[config.mk]
export PLATFORM = sky130hd
export DESIGN_NAME = alu_instr_sequencer
export DESIGN_NICKNAME = d
export VERILOG_FILES = /design/src/rtl/alu_instr_sequencer.sv
export SDC_FILE = /design/constraint.sdc
export NUM_CORES = 1
export LEC_CHECK = 0
export BUFFER_PORTS_ARGS = -buffer_cell sky130_fd_sc_hd__buf_2
export CAP_MARGIN = 20
export CORE_MARGIN = 5
export CORE_UTILIZATION = 45
export DETAILED_ROUTE_END_ITERATION = 8
export PLACE_DENSITY_LB_ADDON = 0.25
export SETUP_SLACK_MARGIN = 0.15
export SKIP_CTS_REPAIR_TIMING = 1
export SKIP_LAST_GASP = 1
export SLEW_MARGIN = 20
export SYNTH_ARGS = -nofsm -noshare
export SYNTH_HDL_FRONTEND = slang
export SYNTH_SLANG_ARGS = --single-unit
[constraint.sdc]
create_clock -name clock -period 6.5 [get_ports clock]
set_input_delay 1.625 -clock clock [delete_from_list [all_inputs] [get_ports clock]]
set_output_delay 1.625 -clock clock [all_outputs]
set_load 0.02 [all_outputs]
[src/rtl/alu_instr_sequencer.sv]
// Moore control sequencer for register-register ALU instructions: fetch (T0-T2)
// followed by a class-dependent execute sequence (T3-T6) on the phase-1 datapath.
module alu_instr_sequencer #(
  parameter int NUM_REGS = 16,
  parameter int IR_W     = 32
) (
  input  logic                clock,
  input  logic                clear,
  input  logic                run,
  input  logic [IR_W-1:0]     ir,
  output logic                PCout,
  output logic                MARin,
  output logic                IncPC,
  output logic                ZLowIn,
  output logic                ZHighIn,
  output logic                ZLowOut,
  output logic                ZHighOut,
  output logic                Read,
  output logic                MDRin,
  output logic                MDRout,
  output logic                IRin,
  output logic                Yin,
  output logic                LOin,
  output logic                HIin,
  output logic [NUM_REGS-1:0] r_in,
  output logic [NUM_REGS-1:0] r_out,
  output logic [3:0]          alu_op,
  output logic                done,
  output logic                illegal,
  output logic [3:0]          state
);

  localparam int RW = $clog2(NUM_REGS);

  localparam logic [3:0] S_IDLE    = 4'd0;
  localparam logic [3:0] S_T0      = 4'd1;
  localparam logic [3:0] S_T1      = 4'd2;
  localparam logic [3:0] S_T2      = 4'd3;
  localparam logic [3:0] S_T3      = 4'd4;
  localparam logic [3:0] S_T4      = 4'd5;
  localparam logic [3:0] S_T5      = 4'd6;
  localparam logic [3:0] S_T6      = 4'd7;
  localparam logic [3:0] S_ILLEGAL = 4'd15;

  logic [3:0]          state_q;
  logic [3:0]          state_nxt;
  logic [4:0]          opcode;
  logic [RW-1:0]       ra;
  logic [RW-1:0]       rb;
  logic [RW-1:0]       rc;
  logic [NUM_REGS-1:0] ra_sel;
  logic [NUM_REGS-1:0] rb_sel;
  logic [NUM_REGS-1:0] rc_sel;
  logic                is_bin;
  logic                is_md;
  logic                is_un;
  logic                is_legal;
  logic [3:0]          op_sel;
  logic [3:0]          fin_state;
  logic                unused_ir_bits;

  assign opcode = ir[IR_W-1 -: 5];
  assign ra     = ir[IR_W-6 -: RW];
  assign rb     = ir[IR_W-6-RW -: RW];
  assign rc     = ir[IR_W-6-2*RW -: RW];
  assign unused_ir_bits = ^ir[IR_W-6-3*RW:0];

  assign ra_sel = {{(NUM_REGS-1){1'b0}}, 1'b1} << ra;
  assign rb_sel = {{(NUM_REGS-1){1'b0}}, 1'b1} << rb;
  assign rc_sel = {{(NUM_REGS-1){1'b0}}, 1'b1} << rc;

  // Opcode -> instruction class and ALU function
  always_comb begin
    is_bin = 1'b0;
    is_md  = 1'b0;
    is_un  = 1'b0;
    op_sel = 4'd0;
    case (opcode)
      5'b00011: begin is_bin = 1'b1; op_sel = 4'd0;  end
      5'b00100: begin is_bin = 1'b1; op_sel = 4'd1;  end
      5'b00101: begin is_bin = 1'b1; op_sel = 4'd2;  end
      5'b00110: begin is_bin = 1'b1; op_sel = 4'd3;  end
      5'b00111: begin is_bin = 1'b1; op_sel = 4'd4;  end
      5'b01000: begin is_bin = 1'b1; op_sel = 4'd5;  end
      5'b01001: begin is_bin = 1'b1; op_sel = 4'd6;  end
      5'b01010: begin is_bin = 1'b1; op_sel = 4'd7;  end
      5'b01011: begin is_bin = 1'b1; op_sel = 4'd8;  end
      5'b01111: begin is_md  = 1'b1; op_sel = 4'd9;  end
      5'b10000: begin is_md  = 1'b1; op_sel = 4'd10; end
      5'b10001: begin is_un  = 1'b1; op_sel = 4'd11; end
      5'b10010: begin is_un  = 1'b1; op_sel = 4'd12; end
      default:  begin op_sel = 4'd0; end
    endcase
  end

  assign is_legal  = is_bin | is_md | is_un;
  // The done cycle chains straight into the next fetch when run is held
  assign fin_state = run ? S_T0 : S_IDLE;

  always_comb begin
    state_nxt = state_q;
    case (state_q)
      S_IDLE:    state_nxt = run ? S_T0 : S_IDLE;
      S_T0:      state_nxt = S_T1;
      S_T1:      state_nxt = S_T2;
      S_T2:      state_nxt = S_T3;
      S_T3:      state_nxt = is_legal ? S_T4 : S_ILLEGAL;
      S_T4:      state_nxt = is_un ? fin_state : S_T5;
      S_T5:      state_nxt = is_bin ? fin_state : S_T6;
      S_T6:      state_nxt = fin_state;
      S_ILLEGAL: state_nxt = S_ILLEGAL;
      default:   state_nxt = S_IDLE;
    endcase
  end

  always_ff @(posedge clock or posedge clear) begin
    if (clear) state_q <= S_IDLE;
    else       state_q <= state_nxt;
  end

  assign state = state_q;

  // Strobe decode from state and ir only; clear drops everything via state_q
  always_comb begin
    PCout    = 1'b0;
    MARin    = 1'b0;
    IncPC    = 1'b0;
    ZLowIn   = 1'b0;
    ZHighIn  = 1'b0;
    ZLowOut  = 1'b0;
    ZHighOut = 1'b0;
    Read     = 1'b0;
    MDRin    = 1'b0;
    MDRout   = 1'b0;
    IRin     = 1'b0;
    Yin      = 1'b0;
    LOin     = 1'b0;
    HIin     = 1'b0;
    r_in     = '0;
    r_out    = '0;
    done     = 1'b0;
    illegal  = 1'b0;
    alu_op   = 4'd0;
    case (state_q)
      S_T0: begin
        PCout  = 1'b1;
        MARin  = 1'b1;
        IncPC  = 1'b1;
        ZLowIn = 1'b1;
      end
      S_T1: begin
        Read  = 1'b1;
        MDRin = 1'b1;
      end
      S_T2: begin
        MDRout = 1'b1;
        IRin   = 1'b1;
      end
      S_T3: begin
        alu_op = op_sel;
        if (is_legal) begin
          r_out  = rb_sel;
          ZLowIn = is_un;
          Yin    = ~is_un;
        end
      end
      S_T4: begin
        alu_op = op_sel;
        if (is_un) begin
          ZLowOut = 1'b1;
          r_in    = ra_sel;
          done    = 1'b1;
        end else if (is_legal) begin
          r_out   = rc_sel;
          ZLowIn  = 1'b1;
          ZHighIn = is_md;
        end
      end
      S_T5: begin
        alu_op = op_sel;
        if (is_bin) begin
          ZLowOut = 1'b1;
          r_in    = ra_sel;
          done    = 1'b1;
        end else if (is_md) begin
          ZLowOut = 1'b1;
          LOin    = 1'b1;
        end
      end
      S_T6: begin
        alu_op = op_sel;
        if (is_md) begin
          ZHighOut = 1'b1;
          HIin     = 1'b1;
          done     = 1'b1;
        end
      end
      S_ILLEGAL: illegal = 1'b1;
      default: ;
    endcase
  end

endmodule
==> results of run 1 <==
## cell usage in the layout, fill, tap and decap left out, drive strengths merged, types with 2 or more instances in the layout
cell type   n
or4b        3
xor2        2
or3b        2
and2        3
buf        76
dfrtp       4
a21oi       8
o22ai       7
nand3b      3
nor2       19
inv         6
nor2b       6
nand3      14
nor4        4
o21ai       3
o32ai      11
nor3       17
o21bai      2
clkbuf      3
nand4       7
nand2      12
or3         5
a31oi       2
nand2b     13
## stage by stage
stage | utilization | cells | setup WS (ns) | instance area, um2 | hold WS [ns]
after floorplan | - | 195 | 1.57 | 1280 | 0.862
after global placement | 0.575 | 280 | 1.43 | 1570 | 0.783
after detailed placement | 0.575 | 280 | 1.43 | 1570 | 0.777
after CTS | 0.584 | 283 | 1.43 | 1600 | 0.774
after global routing | 0.584 | 283 | 1.21 | 1600 | 0.830
final | 0.584 | 283 | 1.42 | 1600 | 0.782
## cell usage after synthesis, types with 2 or more instances
library cell / number / area (um2)
sky130_fd_sc_hd__a31oi_1: 2 / 12.5
sky130_fd_sc_hd__nand2_1: 12 / 45.0
sky130_fd_sc_hd__a21oi_1: 6 / 30.0
sky130_fd_sc_hd__nand4_1: 7 / 43.8
sky130_fd_sc_hd__nor2b_1: 6 / 37.5
sky130_fd_sc_hd__o21ai_0: 3 / 15.0
sky130_fd_sc_hd__buf_1: 2 / 7.51
sky130_fd_sc_hd__a21oi_4: 2 / 32.5
sky130_fd_sc_hd__nor3_1: 17 / 85.1
sky130_fd_sc_hd__clkbuf_1: 8 / 30.0
sky130_fd_sc_hd__nor4_1: 4 / 25.0
sky130_fd_sc_hd__o32ai_1: 11 / 96.3
sky130_fd_sc_hd__nand3b_1: 3 / 22.5
sky130_fd_sc_hd__o22ai_1: 7 / 43.8
sky130_fd_sc_hd__nand3_1: 14 / 70.1
sky130_fd_sc_hd__o21bai_1: 2 / 15.0
sky130_fd_sc_hd__buf_6: 3 / 33.8
sky130_fd_sc_hd__dfrtp_1: 4 / 100
sky130_fd_sc_hd__nand2b_1: 13 / 81.3
sky130_fd_sc_hd__nor2_1: 18 / 67.6
sky130_fd_sc_hd__and2_1: 3 / 18.8
sky130_fd_sc_hd__or4b_1: 2 / 20.0
sky130_fd_sc_hd__buf_4: 5 / 37.5
sky130_fd_sc_hd__inv_1: 6 / 22.5
sky130_fd_sc_hd__or3b_2: 2 / 17.5
sky130_fd_sc_hd__buf_2: 4 / 20.0
sky130_fd_sc_hd__or3_1: 5 / 31.3
sky130_fd_sc_hd__xor2_1: 2 / 17.5
## per-layer routing
metal / vias up / wire (um) / GRT usage
li1: 863 / - / -
met1: 788 / 1860 / 0.261
met2: 62 / 1960 / 0.312
met3: 4 / 268 / 0.0533
met4: 0 / 40 / 0.0494
met5: - / 0 / 0
## cells by family (layout without fill, tap and decap cells)
kind of cell / Yosys count / in the layout
XOR/XNOR: 2 / 2
AO/OA/AOI/OAI: 46 / 46
buffers and inverters: 28 / 85
flip-flops: 4 / 4
multiplexers: 1 / 1
AND/OR/NAND/NOR: 114 / 114
## where the power goes
part	switching [W]	internal, W	leakage [nW]
Clock	0.00000980	0.0000206	0.0138
Combinational	0.000171	0.0000906	0.666
Sequential	0.0000377	0.0000356	0.0507
Total	0.000219	0.000147	0.731
## worst reg2reg max path: cells and delay by family, from the launching register on
kind,cells,cell delay [ns]
AND/OR/NAND/NOR,1,0.68
flip-flops,1,0.52
AO/OA/AOI/OAI,1,0.35
## final cells by class
type	count	area (um2)	share of cell area
flip-flops and latches	4	100	0.0627
clock buffers	3	22.5	0.0141
inverters	6	22.5	0.0141
repair buffers	76	383	0.240
well taps	31	38.8	0.0243
multi-input cells	163	1030	0.645
## worst paths after layout
| kind | to | slack (ns) | cells after the start |
|---|---|---|---|
| worst min-delay path | state[0] | 0.78 | 2 |
| min in group asynchronous | state[2] | 1.26 | 2 |
| max in group asynchronous | state[1] | 5.08 | 2 |
| worst max-delay path | r_out[6] | 1.42 | 6 |
| worst max register to register | state[1] | 4.81 | 2 |
| worst min register to register | state[0] | 0.78 | 2 |
==> impl_summary.log, run 1 <==
INFO  metric path_clk_slew = 0.04 ns
INFO  metric cts_max_path_buffers = 2
INFO  metric post-route-drc-count = 0
INFO  metric wl = 4120 um
INFO  metric layout-drive-gt1-share = 0.345
INFO  metric firstDrtPassIters = 5
INFO  metric dp.final_hpwl = 3240 um
INFO  metric crit_required = 4.88 ns
INFO  metric largest_register_ffs = 4
INFO  metric num-fill-cells = 298
INFO  metric grt_start_max_net_pins = 18
INFO  metric detail_route.iter0.violations = 157
INFO  metric ir_drop = 0.282 mV
INFO  metric synth_flop_cell = sky130_fd_sc_hd__dfrtp_1
INFO  metric synth_fa_ha_area_frac = 0
INFO  metric max_stage_delay = 0.77 ns
INFO  metric power.static_leakage = 0.731 nW
INFO  metric ys_seq_elements = 4
INFO  metric critPathMaxFanout = 13
INFO  metric placement.io_buffers = 75
INFO  metric period_needed = 5.08 ns
INFO  metric grt_pass1_vias = 1507
INFO  metric synthesis.nets = 230
INFO  metric fin_skew = 0.00661 ns
INFO  metric cp_common_cell = sky130_fd_sc_hd__buf_2
INFO  metric row_count = 19
INFO  metric critPathTopFamily = compound AO/OA/AOI/OAI gates
INFO  metric finalCritPeriodShare = 0.782
INFO  metric synth_sequential_area_ratio = 0.0782
INFO  metric run_status = finished, final reports clean
INFO  metric finalSetupViolations = 0
INFO  metric diodes = 0
INFO  metric mean_syn_cell_area = 6.56 um2
INFO  metric areaGrowthSynthToFinish = 24.6%
INFO  metric finalNetCount = 289
INFO  metric synth_xor_xnor_area_share = 0.0137
INFO  metric launch_point_of_the_worst_reg_to_reg_path = state[0]
INFO  metric initial_utilization = 0.468
INFO  metric power_per_cell_area = 229 nW/um2
INFO  metric core_region_area = 2730 um2
INFO  metric clkLatencyLatePin = 0.24 ns
INFO  metric async_flop_share = 1.00
INFO  metric grt_first_pass_wirelength = 6870 um
INFO  metric count_of_buffer_and_inverter_cells_on_the_critical_path = 2
INFO  metric slowest_stage = sky130_fd_sc_hd__a21oi_1
INFO  metric achievable-frequency = 197 MHz
INFO  metric timing.hold.worst.class = reg -> reg
INFO  metric syn_area = 1280 um2
INFO  metric setup.worst_path.class = in -> out
INFO  metric initial_antenna_violation_count = 0
INFO  metric timing.critical_path.to_type = primary output
INFO  metric overflow = 0
INFO  metric finalHoldViolations = 0
INFO  metric crit_path_start = ir[31]
INFO  metric drt.antenna.violating_nets = 0
INFO  metric power = 0.000365 W
INFO  metric i_o_pin_total = 91
INFO  metric via_count_of_the_routed_design = 1717
INFO  metric crit_path_start_kind = primary input
INFO  metric synth.lib_cells_used.distinct = 50
INFO  metric rsz0062_at_grt = no
INFO  metric wl_per_cell = 14.6 um
INFO  metric cts_root_buf = sky130_fd_sc_hd__clkbuf_4
INFO  metric cp_cell_sequence = buf_2 -> nand2b_1 -> o21ai_0 -> a21oi_1 -> o22ai_1 -> buf_2
INFO  metric post_synth_inst_count = 195
INFO  metric tritoncts.num_buffers = 3
INFO  metric htree_levels = 1
INFO  metric clock_tree_from_tritoncts = yes
INFO  metric synth_compound_gate_area_share = 0.283
INFO  metric floorplan.die.height = 63.3 um
INFO  metric worst-slew-pin-transition = 0.915 ns
INFO  metric simple_gate_share_of_the_synthesized_area = 0.500
INFO  metric chipWidth = 63.3 um
INFO  metric setup_tns_after_final_layout = 0 ns
INFO  metric combinational_family_with_the_most_area_after_synthesis = simple AND/OR/NAND/NOR gates
INFO  metric timing.final.max_slew_violations = 0
INFO  metric max-cap-violations = 0
INFO  metric routabilityCongestion = 0.893
INFO  metric gr-usage-all-layers = 0.197
INFO  metric ratio_of_routed_vias_to_standard_cells = 6.07
INFO  metric number_of_enable_flip_flop_cells_after_synthesis = 0
INFO  metric clock-sinks = 4
INFO  metric timing.max_slew.rel_slack = 0.390
INFO  metric floorplan.die_area = 4010 um2
INFO  metric ys_warn_count = 0
INFO  metric min-delay-start = state[1]
INFO  metric synthMuxAreaShare = 0.00782
INFO  metric critPathArrivalTime = 3.46 ns
(Power assumes the default switching activity.)
==> run 2: changes to the inputs <==
--- a/config.mk
+++ b/config.mk
@@ -8,7 +8,7 @@
 export BUFFER_PORTS_ARGS = -buffer_cell sky130_fd_sc_hd__buf_2
 export CAP_MARGIN = 20
 export CORE_MARGIN = 5
-export CORE_UTILIZATION = 45
+export CORE_UTILIZATION = 42
 export DETAILED_ROUTE_END_ITERATION = 8
 export PLACE_DENSITY_LB_ADDON = 0.25
 export SETUP_SLACK_MARGIN = 0.15
==> constraint.sdc (replaced) <==
create_clock -name clock -period 4.68 [get_ports clock]
set_input_delay 1.17 -clock clock [delete_from_list [all_inputs] [get_ports clock]]
set_output_delay 1.17 -clock clock [all_outputs]
set_load 0.02 [all_outputs]
==> impl_summary.log, run 2 (synthesis gave the netlist of run 1 again) <==
INFO  metric run_status = finished, final reports clean
INFO  metric routabilityCongestion = 0.886 (-0.75%)
INFO  metric wl_per_cell = 14.6 um (+0.54%)
INFO  metric wl = 4190 um (+1.6%)
INFO  metric crit_required = 3.51 ns (-1.37 ns)
INFO  metric row_count = 20 (+1)
INFO  metric placement.io_buffers = 75 (unchanged)
INFO  metric num-fill-cells = 330 (+11%)
INFO  metric detail_route.wirelength.met1 = 1870 um (+0.65%)
INFO  metric dpl_cell_area = 1580 um2 (+0.64%)
INFO  metric ratio_of_routed_vias_to_standard_cells = 5.92 (-2.4%)
INFO  metric finalHoldViolations = 0 (unchanged)
INFO  metric share_comb_of_total_power = 0.710 (-0.006)
INFO  metric overflow = 0 (unchanged)
INFO  metric switching_share = 0.601 (+0.00230)
INFO  metric timing.final.max_slew_violations = 0 (unchanged)
INFO  metric post-route-drc-count = 0 (unchanged)
INFO  metric grt_first_pass_wirelength = 7180 um (+4.6%)
INFO  metric max-cap-violations = 0 (unchanged)
INFO  metric drt.antenna.violating_nets = 0 (unchanged)
INFO  metric floorplan.die_area = 4250 um2 (+6.0%)
INFO  metric setup_tns_after_final_layout = 0 ns (unchanged)
INFO  metric r2r_end = state[1]
INFO  metric power.share.sequential = 0.204 (+0.003)
INFO  metric dr.max_layer_used = met4
INFO  metric routed_wl_met2 = 2030 um (+3.8%)
INFO  metric areaGrowthSynthToFinish = 25.4%
INFO  metric detail_route.iter0.violations = 104 (-34%)
INFO  metric initial_antenna_violation_count = 0 (unchanged)
INFO  metric fin_area = 1610 um2 (+0.63%)
INFO  metric finalSetupViolations = 0 (unchanged)
INFO  metric initial_utilization = 0.430 (-0.0384)
INFO  metric timing.critical_path.to_type = primary output
INFO  metric timing.max_slew.rel_slack = 0.648 (+0.258)
INFO  metric met3_length = 254 um (-5.2%)
INFO  metric critPathArrivalTime = 2.86 ns (-0.60 ns)
INFO  metric floorplan.die.height = 65.2 um (+3.0%)
INFO  metric finalNetCount = 290 (+0.35%)
INFO  metric layout-drive-gt1-share = 0.348 (+0.00259)
INFO  metric finalCritPeriodShare = 0.861
INFO  metric cts_root_buf = sky130_fd_sc_hd__clkbuf_4
INFO  metric power_report.internal_total = 0.000205 W (+40%)
INFO  metric chipWidth = 65.2 um (+3.0%)
INFO  metric grt_start_max_net_pins = 18 (unchanged)
INFO  metric tritoncts.num_buffers = 3 (unchanged)
INFO  metric firstDrtPassIters = 4 (-1)
INFO  metric fin_skew = 0.00232 ns (-0.00429 ns)
INFO  metric ir_drop = 0.112 mV (-60%)
INFO  metric achievable-frequency = 248 MHz
INFO  metric power.static_leakage = 0.735 nW (+0.63%)
INFO  metric timing.hold.worst.class = in -> async
INFO  metric clock-sinks = 4 (unchanged)
INFO  metric clock_tree_from_tritoncts = yes
INFO  metric cp_common_cell = sky130_fd_sc_hd__buf_2
INFO  metric cts_max_path_buffers = 2 (unchanged)
INFO  metric cp_cell_sequence = buf_2 -> xor2_1 -> nand4_1 -> o22a_1 -> nor4_1 -> buf_2
INFO  metric core_region_area = 2980 um2 (+8.9%)
INFO  metric layout.cells.most_common = sky130_fd_sc_hd__buf_2
INFO  metric reg2reg_depth = 2 (unchanged)
INFO  metric rsz0062_at_grt = no
INFO  metric total_switching_power = 0.000308 W (+41%)
INFO  metric gr-usage-all-layers = 0.200 (+0.00356)
INFO  metric grt_pass1_vias = 1597 (+6.0%)
INFO  metric critPathMaxFanout = 17 (+4)
INFO  metric period_needed = 4.03 ns
INFO  metric commonest_non_fill_non_tap_cells_in_the_layout = sky130_fd_sc_hd__buf_2, sky130_fd_sc_hd__nor2_1, sky130_fd_sc_hd__nor3_1, sky130_fd_sc_hd__nand3_1, sky130_fd_sc_hd__nand2b_1
INFO  metric diodes = 0 (unchanged)
INFO  metric max_stage_delay = 0.45 ns (-0.32 ns)
INFO  metric via_count_of_the_routed_design = 1694 (-1.3%)
INFO  metric worst-slew-pin-transition = 0.529 ns (-0.387 ns)
INFO  metric crit_path_start_kind = primary input
INFO  metric power_per_cell_area = 320 nW/um2 (+40%)
INFO  metric setup.worst_path.class = in -> out
INFO  metric launch_point_of_the_worst_reg_to_reg_path = state[2]
INFO  metric reg2reg_setup_slack = 3.03 ns (-1.78 ns)
INFO  metric slowest_stage = sky130_fd_sc_hd__o22a_1
INFO  metric dp.final_hpwl = 3150 um (-2.8%)
INFO  metric i_o_pin_total = 91 (unchanged)
INFO  metric path_clk_slew = 0.04 ns (about the same)
INFO  metric largest_register_ffs = 4 (unchanged)
INFO  metric clock_power_share = 0.086 (+0.003)
INFO  metric htree_levels = 1 (unchanged)
INFO  metric clkLatencyLatePin = 0.24 ns (about the same)
-- run 2: critical path: cells and delay by family --
kind,cells,cell delay [ns]
AO/OA/AOI/OAI,1,0.45
buffers and inverters,2,0.39
XOR/XNOR,1,0.31
AND/OR/NAND/NOR,2,0.54
-- run 2: final cells by class --
| cell class | instances | area (um2) | share of cell area |
|---|---|---|---|
| Timing Repair Buffer | 77 | 390 | 0.243 |
| Clock buffer | 3 | 22.5 | 0.0140 |
| Multi-Input combinational cell | 163 | 1030 | 0.641 |
| Inverter | 6 | 22.5 | 0.0140 |
| Tap cell | 33 | 41.3 | 0.0257 |
| Sequential cell | 4 | 100 | 0.0624 |
-- run 2: routing by layer --
layer / track usage / up-vias
met5: 0 / -
met2: 0.341 / 60
met1: 0.262 / 776
li1: - / 854
met3: 0.0274 / 4
met4: 0.0570 / 0
-- run 2: power by group through the flow --
stage / combinational [W] / sequential, W / clock (W)
final: 0.000364 / 0.000105 / 0.0000440
after global routing: 0.000396 / 0.000110 / 0.0000484
after CTS: 0.000363 / 0.000103 / 0.0000455
after detailed placement: 0.000362 / 0.000104 / 0
after global placement: 0.000358 / 0.000104 / 0
after floorplan: 0.000302 / 0.0000818 / 0
-- run 2: how the worst max path moves through the flow --
stage | start | slack (ns) | to
4_1_cts | ir[27] | 0.66 | r_in[2]
2_1_floorplan | ir[28] | 0.66 | r_out[12]
6_report | ir[27] | 0.65 | r_in[2]
3_5_place_dp | ir[27] | 0.66 | r_in[2]
3_3_place_gp | ir[27] | 0.65 | r_in[2]
5_1_grt | ir[27] | 0.46 | r_in[6]
-- run 2: per-stage QoR --
step	setup WS [ns]	cells	utilization	hold WS, ns	total power [W]
2_1_floorplan	0.662	195	-	0.862	0.000383
3_3_place_gp	0.651	283	0.532	0.792	0.000462
3_5_place_dp	0.657	283	0.532	0.800	0.000466
4_1_cts	0.661	286	0.539	0.799	0.000511
5_1_grt	0.456	286	0.539	0.825	0.000554
6_report	0.652	286	0.539	0.798	0.000513
==> run 3: changes to the inputs <==
--- a/config.mk
+++ b/config.mk
@@ -7,7 +7,7 @@
 export LEC_CHECK = 0
 export BUFFER_PORTS_ARGS = -buffer_cell sky130_fd_sc_hd__buf_2
 export CAP_MARGIN = 20
-export CORE_MARGIN = 5
+export CORE_MARGIN = 2
 export CORE_UTILIZATION = 42
 export DETAILED_ROUTE_END_ITERATION = 8
 export PLACE_DENSITY_LB_ADDON = 0.25
==> impl_summary.log, run 3 (synthesis gave the netlist of run 1 again) <==
INFO  metric timing.critical_path.to_type = primary output
INFO  metric path_clk_slew = 0.04 ns (about the same)
INFO  metric crit_path_start_kind = primary input
INFO  metric clock-sinks = 4 (unchanged)
INFO  metric firstDrtPassIters = 5 (+1)
INFO  metric cp.depth = 6 (unchanged)
INFO  metric crit_required = 3.51 ns (about the same)
INFO  metric gr-usage-met2 = 0.369 (+0.0276)
INFO  metric gr-usage-all-layers = 0.203 (+0.00260)
INFO  metric detail_route.iter0.violations = 101 (-2.9%)
INFO  metric grt_first_pass_wirelength = 5860 um (-18%)
INFO  metric critPathMaxFanout = 17 (unchanged)
INFO  metric timing.final.ws_setup = 0.666 ns (+0.0138 ns)
INFO  metric ratio_of_routed_vias_to_standard_cells = 5.92 (unchanged)
INFO  metric clkLatencyLatePin = 0.23 ns (about the same)
INFO  metric cts_root_buf = sky130_fd_sc_hd__clkbuf_4
INFO  metric max_stage_delay = 0.44 ns (about the same)
INFO  metric grt_start_max_net_pins = 18 (unchanged)
INFO  metric floorplan.die_area = 3510 um2 (-18%)
INFO  metric finalHoldViolations = 0 (unchanged)
INFO  metric area.sequential = 100 um2 (unchanged)
INFO  metric largest_register_ffs = 4 (unchanged)
INFO  metric i_o_pin_total = 91 (unchanged)
INFO  metric chipWidth = 59.2 um (-9.2%)
INFO  metric placement.io_buffers = 75 (unchanged)
INFO  metric layout.cells.most_common = sky130_fd_sc_hd__buf_2
INFO  metric drt.antenna.violating_nets = 0 (unchanged)
INFO  metric post-route-drc-count = 0 (unchanged)
INFO  metric setup_tns_after_final_layout = 0 ns (unchanged)
INFO  metric via_count_of_the_routed_design = 1694 (unchanged)
INFO  metric ir_drop = 0.117 mV (+4.4%)
INFO  metric timing.final.max_slew_violations = 0 (unchanged)
INFO  metric worst-slew-pin-transition = 0.508 ns (-0.0212 ns)
INFO  metric initial_utilization = 0.430 (unchanged)
INFO  metric finalCritPeriodShare = 0.858 (-0.00296)
INFO  metric diodes = 0 (unchanged)
INFO  metric slowest_stage = sky130_fd_sc_hd__o22a_1
INFO  metric commonest_non_fill_non_tap_cells_in_the_layout = sky130_fd_sc_hd__buf_2, sky130_fd_sc_hd__nor2_1, sky130_fd_sc_hd__nor3_1, sky130_fd_sc_hd__nand3_1, sky130_fd_sc_hd__nand2b_1
INFO  metric finalSetupViolations = 0 (unchanged)
INFO  metric htree_levels = 1 (unchanged)
INFO  metric pre_cts_ws = 0.689 ns (+0.0315 ns)
INFO  metric period_needed = 4.01 ns (-0.0138 ns)
INFO  metric run_status = finished, final reports clean
INFO  metric max-cap-violations = 0 (unchanged)
INFO  metric power_per_cell_area = 313 nW/um2 (-1.9%)
INFO  metric num-fill-cells = 312 (-5.5%)
INFO  metric critPathTopFamily = simple AND/OR/NAND/NOR gates
INFO  metric power.static_leakage = 0.735 nW (unchanged)
INFO  metric rsz0062_at_grt = no
INFO  metric clock_tree_from_tritoncts = yes
INFO  metric dp.final_hpwl = 2890 um (-8.3%)
INFO  metric timing.max_slew.rel_slack = 0.662 (+0.0141)
INFO  metric achievable-frequency = 249 MHz (+0.35%)
INFO  metric grt_pass1_vias = 1334 (-16%)
INFO  metric cts_max_path_buffers = 2 (unchanged)
INFO  metric wl = 3800 um (-9.3%)
INFO  metric setup.worst_path.class = in -> out
INFO  metric grtUsageMet1 = 0.270 (+0.00831)
INFO  metric layout-drive-gt1-share = 0.348 (unchanged)
INFO  metric finalNetCount = 290 (unchanged)
INFO  metric overflow = 0 (unchanged)
INFO  metric routabilityCongestion = 0.898 (+1.3%)
INFO  metric critPathArrivalTime = 2.84 ns (-0.02 ns)
INFO  metric cp_cell_sequence = buf_2 -> xor2_1 -> nand4_1 -> o22a_1 -> nor4_1 -> buf_2
INFO  metric timing.hold.worst.class = in -> async
INFO  metric reg2reg_depth = 2 (unchanged)
INFO  metric cp_common_cell = sky130_fd_sc_hd__buf_2
INFO  metric wl_per_cell = 13.3 um (-9.3%)
INFO  metric floorplan.die.height = 59.2 um (-9.2%)
INFO  metric grt_use_met3 = 0.0131 (-0.0142)
INFO  metric count_of_buffer_and_inverter_cells_on_the_critical_path = 2 (unchanged)
INFO  metric grt_peak_use_layer = met2
INFO  metric multi_input_area = 1030 um2 (unchanged)
INFO  metric tritoncts.num_buffers = 3 (unchanged)
INFO  metric core_region_area = 2980 um2 (unchanged)
INFO  metric row_count = 20 (unchanged)
INFO  metric fin_skew = 0.00143 ns (-0.000886 ns)
INFO  metric initial_antenna_violation_count = 0 (unchanged)
INFO  metric areaGrowthSynthToFinish = 25.4% (unchanged)
[run 3: area by class of cell]
class                   instances  area share
repair buffers                 77       0.243
multi-input cells             163       0.641
flip-flops and latches          4      0.0624
well taps                      33      0.0257
clock buffers                   3      0.0140
inverters                       6      0.0140
[run 3: metrics by stage]
stage               utilization  instance area [um2]  cells  power (W)  hold slack [ns]
finish                    0.539                 1610    286   0.000503            0.806
CTS                       0.539                 1610    286   0.000505            0.797
floorplan                     -                 1280    195   0.000383            0.862
global route              0.539                 1610    286   0.000550            0.822
global placement          0.532                 1580    283   0.000459            0.792
detailed placement        0.532                 1580    283   0.000461            0.790
[run 3: power breakdown]
part	internal (W)	switching, W
Sequential	0.0000494	0.0000539
Clock	0.0000286	0.0000126
Combinational	0.000127	0.000232
[run 3: final timing paths]
path | start | endpoint | slack (ns)
worst min-delay path | clear | state[2] | 0.81
worst max register to register | state[0] | state[1] | 3.04
min in group clock | state[1] | state[0] | 0.81
worst max-delay path | ir[27] | r_in[2] | 0.67
max in group asynchronous | clear | state[1] | 3.72
worst min register to register | state[1] | state[0] | 0.81
[run 3: layer usage]
metal	part of all wire	up-vias
met1	0.45	768
met5	0	-
met2	0.49	65
li1	-	861
met4	0	0
met3	0.064	0
